==> src/rtl/int_dispatch_pkg.sv <==
// Shared definitions for the interrupt dispatch sequencer: FSM encoding and
// the vector used when a dispatch is cancelled.
package int_dispatch_pkg;

  typedef enum logic [2:0] {
    ST_IDLE    = 3'd0,
    ST_WAIT    = 3'd1,
    ST_PUSH_HI = 3'd2,
    ST_PUSH_LO = 3'd3,
    ST_JUMP    = 3'd4
  } state_t;

  localparam logic [15:0] CANCEL_VECTOR = 16'h0000;

endpackage

==> src/rtl/int_dispatch.sv <==
// Interrupt dispatch sequencer: pushes PC onto the stack, jumps to the vector,
// and owns the master-enable (IME), delayed-EI and HALT bookkeeping.
module int_dispatch
  import int_dispatch_pkg::*;
#(
  parameter int WAIT_CYCLES = 2
) (
  input  logic        clockgb,
  input  logic        resetn,
  input  logic        intreq,
  input  logic [15:0] intaddress,
  output logic        intack,
  input  logic        instr_boundary,
  input  logic        ei,
  input  logic        di,
  input  logic        reti,
  input  logic        halt_req,
  input  logic [15:0] pc,
  input  logic [15:0] sp,
  output logic [15:0] mem_address,
  output logic [7:0]  mem_outdata,
  output logic        mem_store,
  output logic        sp_load,
  output logic [15:0] sp_next,
  output logic        pc_load,
  output logic [15:0] pc_next,
  output logic        busy,
  output logic        ime,
  output logic        halted
);

  localparam logic [1:0] WAIT_LAST = (WAIT_CYCLES > 0) ? 2'(WAIT_CYCLES - 1) : 2'd0;

  state_t      state, state_nx;
  logic [1:0]  wait_cnt, wait_cnt_nx;
  logic [15:0] vector, vector_nx;
  logic        ei_pending;
  logic        start;

  assign busy  = (state != ST_IDLE);
  assign start = (state == ST_IDLE) && instr_boundary && ime && intreq && !busy;

  always_ff @(posedge clockgb or negedge resetn) begin
    if (!resetn) begin
      state    <= ST_IDLE;
      wait_cnt <= 2'd0;
      vector   <= CANCEL_VECTOR;
    end else begin
      state    <= state_nx;
      wait_cnt <= wait_cnt_nx;
      vector   <= vector_nx;
    end
  end

  always_comb begin
    state_nx    = state;
    wait_cnt_nx = wait_cnt;
    vector_nx   = vector;
    intack      = 1'b0;
    mem_address = 16'h0000;
    mem_outdata = 8'h00;
    mem_store   = 1'b0;
    sp_load     = 1'b0;
    sp_next     = 16'h0000;
    pc_load     = 1'b0;
    pc_next     = 16'h0000;
    case (state)
      ST_IDLE: begin
        if (start) begin
          if (WAIT_CYCLES == 0) begin
            state_nx = ST_PUSH_HI;
          end else begin
            state_nx    = ST_WAIT;
            wait_cnt_nx = WAIT_LAST;
          end
        end
      end
      ST_WAIT: begin
        if (wait_cnt == 2'd0) state_nx = ST_PUSH_HI;
        else                  wait_cnt_nx = wait_cnt - 2'd1;
      end
      ST_PUSH_HI: begin
        // The vector is sampled here, so a request withdrawn during WAIT cancels.
        mem_address = sp - 16'd1;
        mem_outdata = pc[15:8];
        mem_store   = 1'b1;
        intack      = intreq;
        vector_nx   = intreq ? intaddress : CANCEL_VECTOR;
        state_nx    = ST_PUSH_LO;
      end
      ST_PUSH_LO: begin
        mem_address = sp - 16'd2;
        mem_outdata = pc[7:0];
        mem_store   = 1'b1;
        sp_load     = 1'b1;
        sp_next     = sp - 16'd2;
        state_nx    = ST_JUMP;
      end
      ST_JUMP: begin
        pc_load  = 1'b1;
        pc_next  = vector;
        state_nx = ST_IDLE;
      end
      default: state_nx = ST_IDLE;
    endcase
  end

  // IME / delayed EI / HALT: di beats everything, then dispatch start, then enables.
  always_ff @(posedge clockgb or negedge resetn) begin
    if (!resetn) begin
      ime        <= 1'b0;
      ei_pending <= 1'b0;
      halted     <= 1'b0;
    end else begin
      if (!busy && di) begin
        ime        <= 1'b0;
        ei_pending <= 1'b0;
      end else begin
        if (start) begin
          ime <= 1'b0;
        end else if (!busy && reti) begin
          ime <= 1'b1;
        end else if (ei_pending && instr_boundary) begin
          ime        <= 1'b1;
          ei_pending <= 1'b0;
        end
        if (!busy && ei) ei_pending <= 1'b1;
      end
      if (!busy && halt_req)    halted <= 1'b1;
      else if (halted && intreq) halted <= 1'b0;
    end
  end

endmodule

==> config.mk <==
export PLATFORM = sky130hd
export DESIGN_NAME = int_dispatch
export DESIGN_NICKNAME = d
export VERILOG_FILES = /design/src/rtl/int_dispatch_pkg.sv /design/src/rtl/int_dispatch.sv
export SDC_FILE = /design/constraint.sdc
export NUM_CORES = 1
export LEC_CHECK = 0
export BUFFER_PORTS_ARGS = -buffer_cell sky130_fd_sc_hd__buf_4
export CORE_ASPECT_RATIO = 1.1
export CORE_UTILIZATION = 44
export DETAILED_ROUTE_END_ITERATION = 12
export HOLD_SLACK_MARGIN = 0.02
export PLACE_DENSITY = 0.81
export SYNTH_ARGS = -nofsm -noshare
export SYNTH_HDL_FRONTEND = slang
export SYNTH_SLANG_ARGS = --single-unit
==> constraint.sdc <==
create_clock -name clockgb -period 1.8 [get_ports clockgb]
set_input_delay 0.27 -clock clockgb [delete_from_list [all_inputs] [get_ports clockgb]]
set_output_delay 0.27 -clock clockgb [all_outputs]
set_load 0.005 [all_outputs]
# Yosys cells after proc, flatten, opt, wreduce, memory -nomap -nowiden
# Index checks and enable logic that the tools add are counted.
# totals
regBits	24
ram_bits	0
rom_bits	0
mem_count	0
latchBits	0
# classes
div_mod_pow	0
shift	0
n_reduce_logical	22
n_eq_ne	9
order_cmp	0
addsub	3
n_mux	26
mul	0
n_bitwise	0
# op_table
operator	n
2-to-1 mux 16 bit	3
one-hot mux 16 bit (2 select lines)	1
one-hot mux 8 bit (2 select lines)	1
subtractor 16 x 1 -> 16 bit, second input constant	1
subtractor 16 x 2 -> 16 bit, second input constant	1
2-to-1 mux 1 bit	15
one-hot mux 3 bit (4 select lines)	1
logical AND 1 bit	10
equality test 3 x 2 -> 1 bit, second input constant	2
2-to-1 mux 3 bit	2
!= test 2 bit, second input constant	3
AND reduction 3 bit	2
nonzero test 3 bit	2
2-to-1 mux 2 bit	2
one-hot mux 2 bit (2 select lines)	1
nonzero test 2 bit	2
nonzero test 4 bit	1
equality test 3 x 1 -> 1 bit, second input constant	1
equality test 3 bit, second input constant	1
logical NOT 3 bit	1
!= test 3 x 1 -> 1 bit, second input constant	1
!= test 3 x 2 -> 1 bit, second input constant	1
logical NOT 2 bit	1
AND reduction 2 bit	1
other kinds (3)	3

# Longest topological paths before layout
# Gate-level depths: netlist of the first run.
# depth
depth_word	8
ltp_mapped	7
mapped_depth_nobuf	6

# Worst setup path after synthesis of the first run
# Ideal clock, no wire load.
# synth_timing
path_kind	input port to output port
start	in sp[1]
end	out mem_address[15]
arrival_ns	1.489
n_path_buf	0
required_time_ns	1.530
path_stages	6
path_slack_ns	0.041
cell_sequence	inv_1 -> ha_1 -> nor3b_4 -> nand3_2 -> or3_1 -> a21oi_1
# synth_between
elab_chain_cells	2
# synth_rtl
item	line_no	source
start, declared	int_dispatch.sv:19	input logic [15:0] sp,
subtractor 16 x 2 -> 16 bit or subtractor 16 x 1 -> 16 bit (tied branches)	int_dispatch.sv:92, int_dispatch.sv:84	
one-hot mux 16 bit (2 select lines) *	int_dispatch.sv:67	case (state)
end, declared	int_dispatch.sv:20	output logic [15:0] mem_address,
# Every way passes the cells marked *; elsewhere a longest branch is shown, timed or not.

# Worst setup path in the final report of the first run
# layout_timing
start	reg state[0]
end	out mem_address[8]
# layout_between
elab_chain_cells	2
# layout_rtl
item	line_no	source
start, declared	int_dispatch.sv:34	state_t state, state_nx;
start signal, assigned	int_dispatch.sv:49	state <= state_nx;
equality test 3 x 2 -> 1 bit	int_dispatch.sv:67	
one-hot mux 16 bit (2 select lines) *	int_dispatch.sv:67	
# Marks and branches as above.

==> results of run 1 <==
layout make-up:
class	instances	area [um2]	area share, %
clock buffer	4	55.1	1.52
inverter	11	48.8	1.35
multi-input combinational	216	1460	40.4
sequential	24	602	16.6
tap	54	67.6	1.87
timing repair buffer	169	1380	38.2
cells by family after synthesis:
kind of cell | count (synthesis)
and+or+nand+nor | 139
adders and majority gates | 3
xor gates and xnor gates | 21
DFF | 24
AOI/OAI and AO/OA | 44
muxes | 9
buffers and inverters | 27
flip-flops by register name, summed over array words and instances, names as in the netlist:
name and count:
ei_pending 1, halted 1, ime 1, state 3
vector 16, wait_cnt 2
layer usage:
metal  track usage (%)  routed length, um  part of all wire, %
met3              4.38                358                  4.9
met2              48.3               3980                   54
met1              31.6               2800                   38
met4              11.1                231                  3.1
met5                 0                  0                    0
cell usage after synthesis, drive strengths merged, types with 2 or more instances:
library cell  number  area share [%]
nor2              44             8.2
nand2             41             7.7
dfrtp             24              30
o21ai             23             5.9
xor2              18             7.8
and2              16             5.0
inv               11             2.1
a21oi             10             2.5
clkbuf             9             1.7
mux2i              9             4.5
buf                7             2.4
nand3              7             2.0
nand2b             5             1.6
or3                5             1.6
nor3               4             1.5
ha                 3             1.9
nor3b              3             1.9
nor4               3             2.3
xnor2              3             1.3
a211oi             2            0.75
nand3b             2            0.75
nand4              2            0.62
nor2b              2            0.62
o211ai             2            0.75
power by group:
part           total (mW)  leakage, nW  switching [mW]  internal, mW
combinational        1.76         1.43           0.826         0.929
sequential          0.886        0.308           0.144         0.741
clock               0.359       0.0288           0.164         0.195
total                3.00         1.77            1.13          1.87
worst max-delay path, stage by stage (launching register included):
cell      delay (ns)
dfrtp_2         0.47
nor2b_4         0.16
buf_6           0.12
o211ai_1        0.27
xor2_1          0.18
nor2_1          0.07
buf_4           0.14
timing repair:
| action | CTS | global route |
|---|---|---|
| gates cloned | 0 | 2 |
| endpoints found under the setup margin | 19 | 46 |
| hold buffers | 1 | 0 |
| endpoints found under the hold margin | 24 | 0 |
| pin swaps | 12 | 34 |
| setup buffers | 3 | 6 |
| gates resized for setup | 18 | 62 |
through the flow:
stage | setup TNS [ns] | setup WS [ns] | area (um2)
6_report | -1.41 | -0.147 | 3610
3_5_place_dp | -0.312 | -0.0902 | 3170
4_1_cts | -0.618 | -0.0997 | 3330
5_1_grt | -3.13 | -0.205 | 3610
2_1_floorplan | 0 | 0.0415 | 2010
3_3_place_gp | -0.246 | -0.0752 | 3170
final timing paths:
kind	startpoint	to	cells after the start	slack, ns
hold reg to reg	wait_cnt[0]	wait_cnt[0]	1	0.48
setup reg to reg	state[0]	wait_cnt[1]	7	0.30
min in group asynchronous	resetn	vector[11]	2	0.43
max in group asynchronous	resetn	state[0]	2	1.12
hold / removal	di	ei_pending	2	0.17
setup / recovery	state[0]	mem_address[8]	6	-0.15
==> reports/qor.txt, run 1 <==
Placed cell count: 462
Drt first pass iters: 5
Final cycle utilization of the critical path: 108%
Wirelength per Cell: 15.4 um
Clk slew on worst S/H paths: 0.08 ns
Tot Pwr: 3.00 mW
Filler instances: 261
Mapped Area: 2010 um2
Most frequent cells in the layout: buf_4 (140), nor2_1 (43), nand2_1 (39)
Drt via density: 5.38
CTS root buffer: clkbuf_8
LEAKAGE: 1.77 nW
Netlist cell types: 46
Fin. Hold Viols: 0
Post-Synthesis Cells: 267
XOR/XNOR Fraction of Synth Area: 9.15%
Critical Path End Type: output port
Routed wire length: 7.37 mm
Most common cell after layout, fill and taps aside: buf_4
Status: finished with violations
Critical Path RT: 1.53 ns
Die footprint: 4840 um2
Unrepaired setup endpoints after global routing: yes
Post-layout minimum cycle time: 1.95 ns
I/O Buffers: 118
Syn nets: 326
Die Wd: 66.4 um
Post-synth EDFFs: 0
GPL Wtd Cong: 0.936
Post-synthesis simple-gate area fraction: 35.7%
Seq/Total Area, Yosys: 29.9%
Clk sinks: 24
Post-synthesis compound-gate area fraction: 12.8%
Layout cell share with drive strength beyond 1: 52.6%
Dominant synthesized flop cell: dfrtp_1
Async set-reset flop share out of synthesis: 100%
Smallest hold slack: 0.167 ns
Fmax: 514 MHz
Core area: 4350 um2
Final worst slack: -0.147 ns
Synth Warn #: 0
Number of global-route vias before repair: 2374
Adder-cell share of the synthesized area: 1.87%
Max-cap violations: 0
Max Slew Vio Count: 0
Initial antenna violation count: 0
Number of remaining DRC errors: 0
Actual slew at the worst max-slew pin: 0.473 ns
IR drop worst, VDD: 648 uV
Failing checks: negative setup slack
Clock Latency Late Sink: 0.26 ns
ANT nets after route: 0
Pwr Density: 830 nW/um2
Die H: 72.9 um
First DRT Iteration DRCs: 104
Arr. time, crit path: 1.68 ns
GRT Total Usage: 27.0%
Rows: 25
Initial Utilization: 46.2%
Worst Setup Start Kind: register
Nets@finish: 484
Area Overhead vs Synth: 79.9%
Final setup fails: 28
CTS tree: built
N_diodes: 0
Core Util, Final: 83.1%
Max FO, Critical Path: 5
Largest family of logic cells by synthesized area: simple AND/OR/NAND/NOR gates
Top-Level Pins: 119
H-tree depth: 1
Post-Layout Cell Count: 478
Clk buf depth: 2
Via count: 2571
Multiplexer share of the synthesized area: 4.48%
CTS buffer count: 3
Hold crit path type: input port to register
Kind of critical path: register to output port
GR Overflow Total: 0
Largest net degree at the start of global routing: 25
Mean post-synth cell area: 7.53 um2
HPWL Detailed: 4.94 mm
Worst Skew: 0.00430 ns
Rel. slew slack: 68.2%
First-pass GRT wire length: 10.3 mm
Synth Register Bits: 24
No activity file was read; power rests on OpenSTA's default activity.
==> run 2: changes to the inputs <==
==> constraint.sdc (replaced) <==
create_clock -name clockgb -period 1.8 [get_ports clockgb]
set_input_delay 0.18 -clock clockgb [delete_from_list [all_inputs] [get_ports clockgb]]
set_output_delay 0.18 -clock clockgb [all_outputs]
set_load 0.005 [all_outputs]
==> run 2 against run 1 <==
Compared with the run above: the run still ends with negative setup slack left; highest routed layer unchanged; critical path type unchanged; routed wire length shrank 18%; non-clock buffer count decreased by 30; clock power up 31%; global-route usage is 1.3 points lower.
==> reports/qor.txt, run 2 (synthesized netlist as in run 1, its figures left out) <==
Final cycle utilization of the critical path: 102% (-6.3 points)
Clk buf depth: 2 (unchanged)
Critical Path RT: 1.62 ns (+0.09 ns)
Comb power frac: 52.3% (-6.2 points)
Area of the multi-input gates: 1340 um2 (-8.6%)
First DRT Iteration DRCs: 114 (+9.6%)
Most frequent cells in the layout: buf_4 (136), nor2_1 (44), nand2_1 (41)
Most common cell after layout, fill and taps aside: buf_4
Failing checks: negative setup slack
Core area: 4350 um2 (unchanged)
GR Overflow Total: 0 (unchanged)
Layout cell share with drive strength beyond 1: 41.4% (-11 points)
Max incr delay on CP: 0.44 ns (-0.03 ns)
Core Util, Final: 73.1% (-10 points)
Top reg by flops: vector
Placed cell count: 440 (-4.8%)
CP max-delay cell: dfrtp_2
Rel. slew slack: 61.2% (-7.0 points)
Crit-path cells: nor2b_4 > o21ai_4 > or3_4 > a21oi_2 > buf_4
Switch Pwr: 1.02 mW (-11%)
Area Overhead vs Synth: 58.1%
Post-Layout Cell Count: 448 (-6.3%)
First-pass GRT wire length: 9.65 mm (-6.2%)
Worst Skew: 0.00829 ns (+0.00400 ns)
Fmax: 545 MHz (+6.2%)
Kind of critical path: register to output port
CTS buffer count: 3 (unchanged)
Clk sinks: 24 (unchanged)
Post-layout minimum cycle time: 1.83 ns (-0.113 ns)
Status: finished with violations
Pwr Density: 883 nW/um2 (+6.4%)
Die footprint: 4840 um2 (unchanged)
Rows: 25 (unchanged)
LEAKAGE: 1.56 nW (-12%)
Sequential share of power: 30.9% (+1.4 points)
GRT Total Usage: 25.6% (-1.3 points)
Number of global-route vias before repair: 2166 (-8.8%)
IR drop worst, VDD: 442 uV (-32%)
CP bufs+invs: 1 (-1)
Clk slew on worst S/H paths: 0.09 ns (about the same)
Final setup fails: 3 (-89%)
Register area: 603 um2 (+0.21%)
Drt via density: 5.10 (-5.1%)
Max FO, Critical Path: 4 (-1)
Crit path max-delay family: simple AND/OR/NAND/NOR gates
Initial Utilization: 46.2% (unchanged)
Tot Pwr: 2.81 mW (-6.5%)
Arr. time, crit path: 1.65 ns (-0.03 ns)
HPWL Detailed: 4.52 mm (-8.6%)
I/O Buffers: 118 (unchanged)
Wirelength per Cell: 13.6 um (-12%)
Die H: 72.9 um (unchanged)
CTS tree: built
Fin. Hold Viols: 0 (unchanged)
ANT nets after route: 0 (unchanged)
Filler instances: 342 (+31%)
Via count: 2286 (-11%)
Hold crit path type: input port to register
Worst Setup Start Kind: register
Actual slew at the worst max-slew pin: 0.574 ns (+0.101 ns)
Initial antenna violation count: 0 (unchanged)
Setup TNS: -0.0721 ns (+1.34 ns)
Top-Level Pins: 119 (unchanged)
Switching Fraction: 36.2% (-1.6 points)
Max reg flops: 16 (unchanged)
Die Wd: 66.4 um (unchanged)
Regs by FF count: vector: 16 flops, state: 3 flops, wait_cnt: 2 flops
P_int: 1.79 mW (-4.0%)
Number of remaining DRC errors: 0 (unchanged)
N_diodes: 0 (unchanged)
Max Slew Vio Count: 0 (unchanged)
CTS root buffer: clkbuf_8
H-tree depth: 1 (unchanged)
Nets@finish: 454 (-6.2%)
GPL Wtd Cong: 0.879 (-6.1%)
Max-cap violations: 0 (unchanged)
Final worst slack: -0.0333 ns (+0.113 ns)
Critical Path End Type: output port
Routed wire length: 6.08 mm (-18%)
Clock Latency Late Sink: 0.27 ns (about the same)
Drt first pass iters: 4 (-1)
Largest net degree at the start of global routing: 25 (unchanged)
Clk pwr share: 16.8% (+4.8 points)
Unrepaired setup endpoints after global routing: yes
==> run 2: layer usage <==
layer	vias to the layer above	track usage (%)	wire length [um]
met3	15	3.28	358
met5	-	0	0
met1	1038	31.5	2550
met4	0	10.6	165
met2	94	44.8	3010
li1	1139	-	-
==> run 2: worst paths after layout <==
kind                             start         endpoint  slack [ns]  depth (start not counted)
max reg2reg                wait_cnt[0]      wait_cnt[0]        0.33                          5
min in group asynchronous       resetn       vector[12]        0.34                          2
min reg2reg                  vector[8]        vector[8]        0.48                          2
max in group asynchronous       resetn         state[0]        1.19                          2
max                           state[0]  mem_address[14]       -0.03                          5
min                                 di       ei_pending        0.08                          2
==> run 2: what timing repair did <==
action / in CTS / in global routing
resized for setup: 8 / 9
setup buffers: 1 / 2
pin swaps: 1 / 9
setup endpoints to repair: 3 / 28
endpoints found under the hold margin: 24 / 0
hold buffers: 1 / 0
==> run 2: cell type report <==
class | count | share of cell area, %
clock buffers | 3 | 1.30
clock inverters | 1 | 0.945
inverters | 11 | 1.30
multi-input cells | 216 | 42.1
flip-flops and latches | 24 | 19.0
well taps | 54 | 2.13
repair buffers | 139 | 33.3
==> run 2: through the flow <==
step,hold slack (ns),setup WS (ns),cell area [um2]
floorplan,-0.116,0.221,2010
global placement,0.0938,0.106,3010
detailed placement,0.0988,0.0647,3010
CTS,0.0783,-0.00783,3130
global route,0.0706,-0.118,3180
finish,0.0815,-0.0333,3180
==> run 2: power by group through the flow <==
stage	Combinational (mW)	Clock, mW	Sequential, mW
finish	1.47	0.471	0.867
global route	1.63	0.511	0.896
CTS	1.45	0.485	0.859
detailed placement	1.41	0	0.870
global placement	1.37	0	0.858
floorplan	0.777	0	0.841
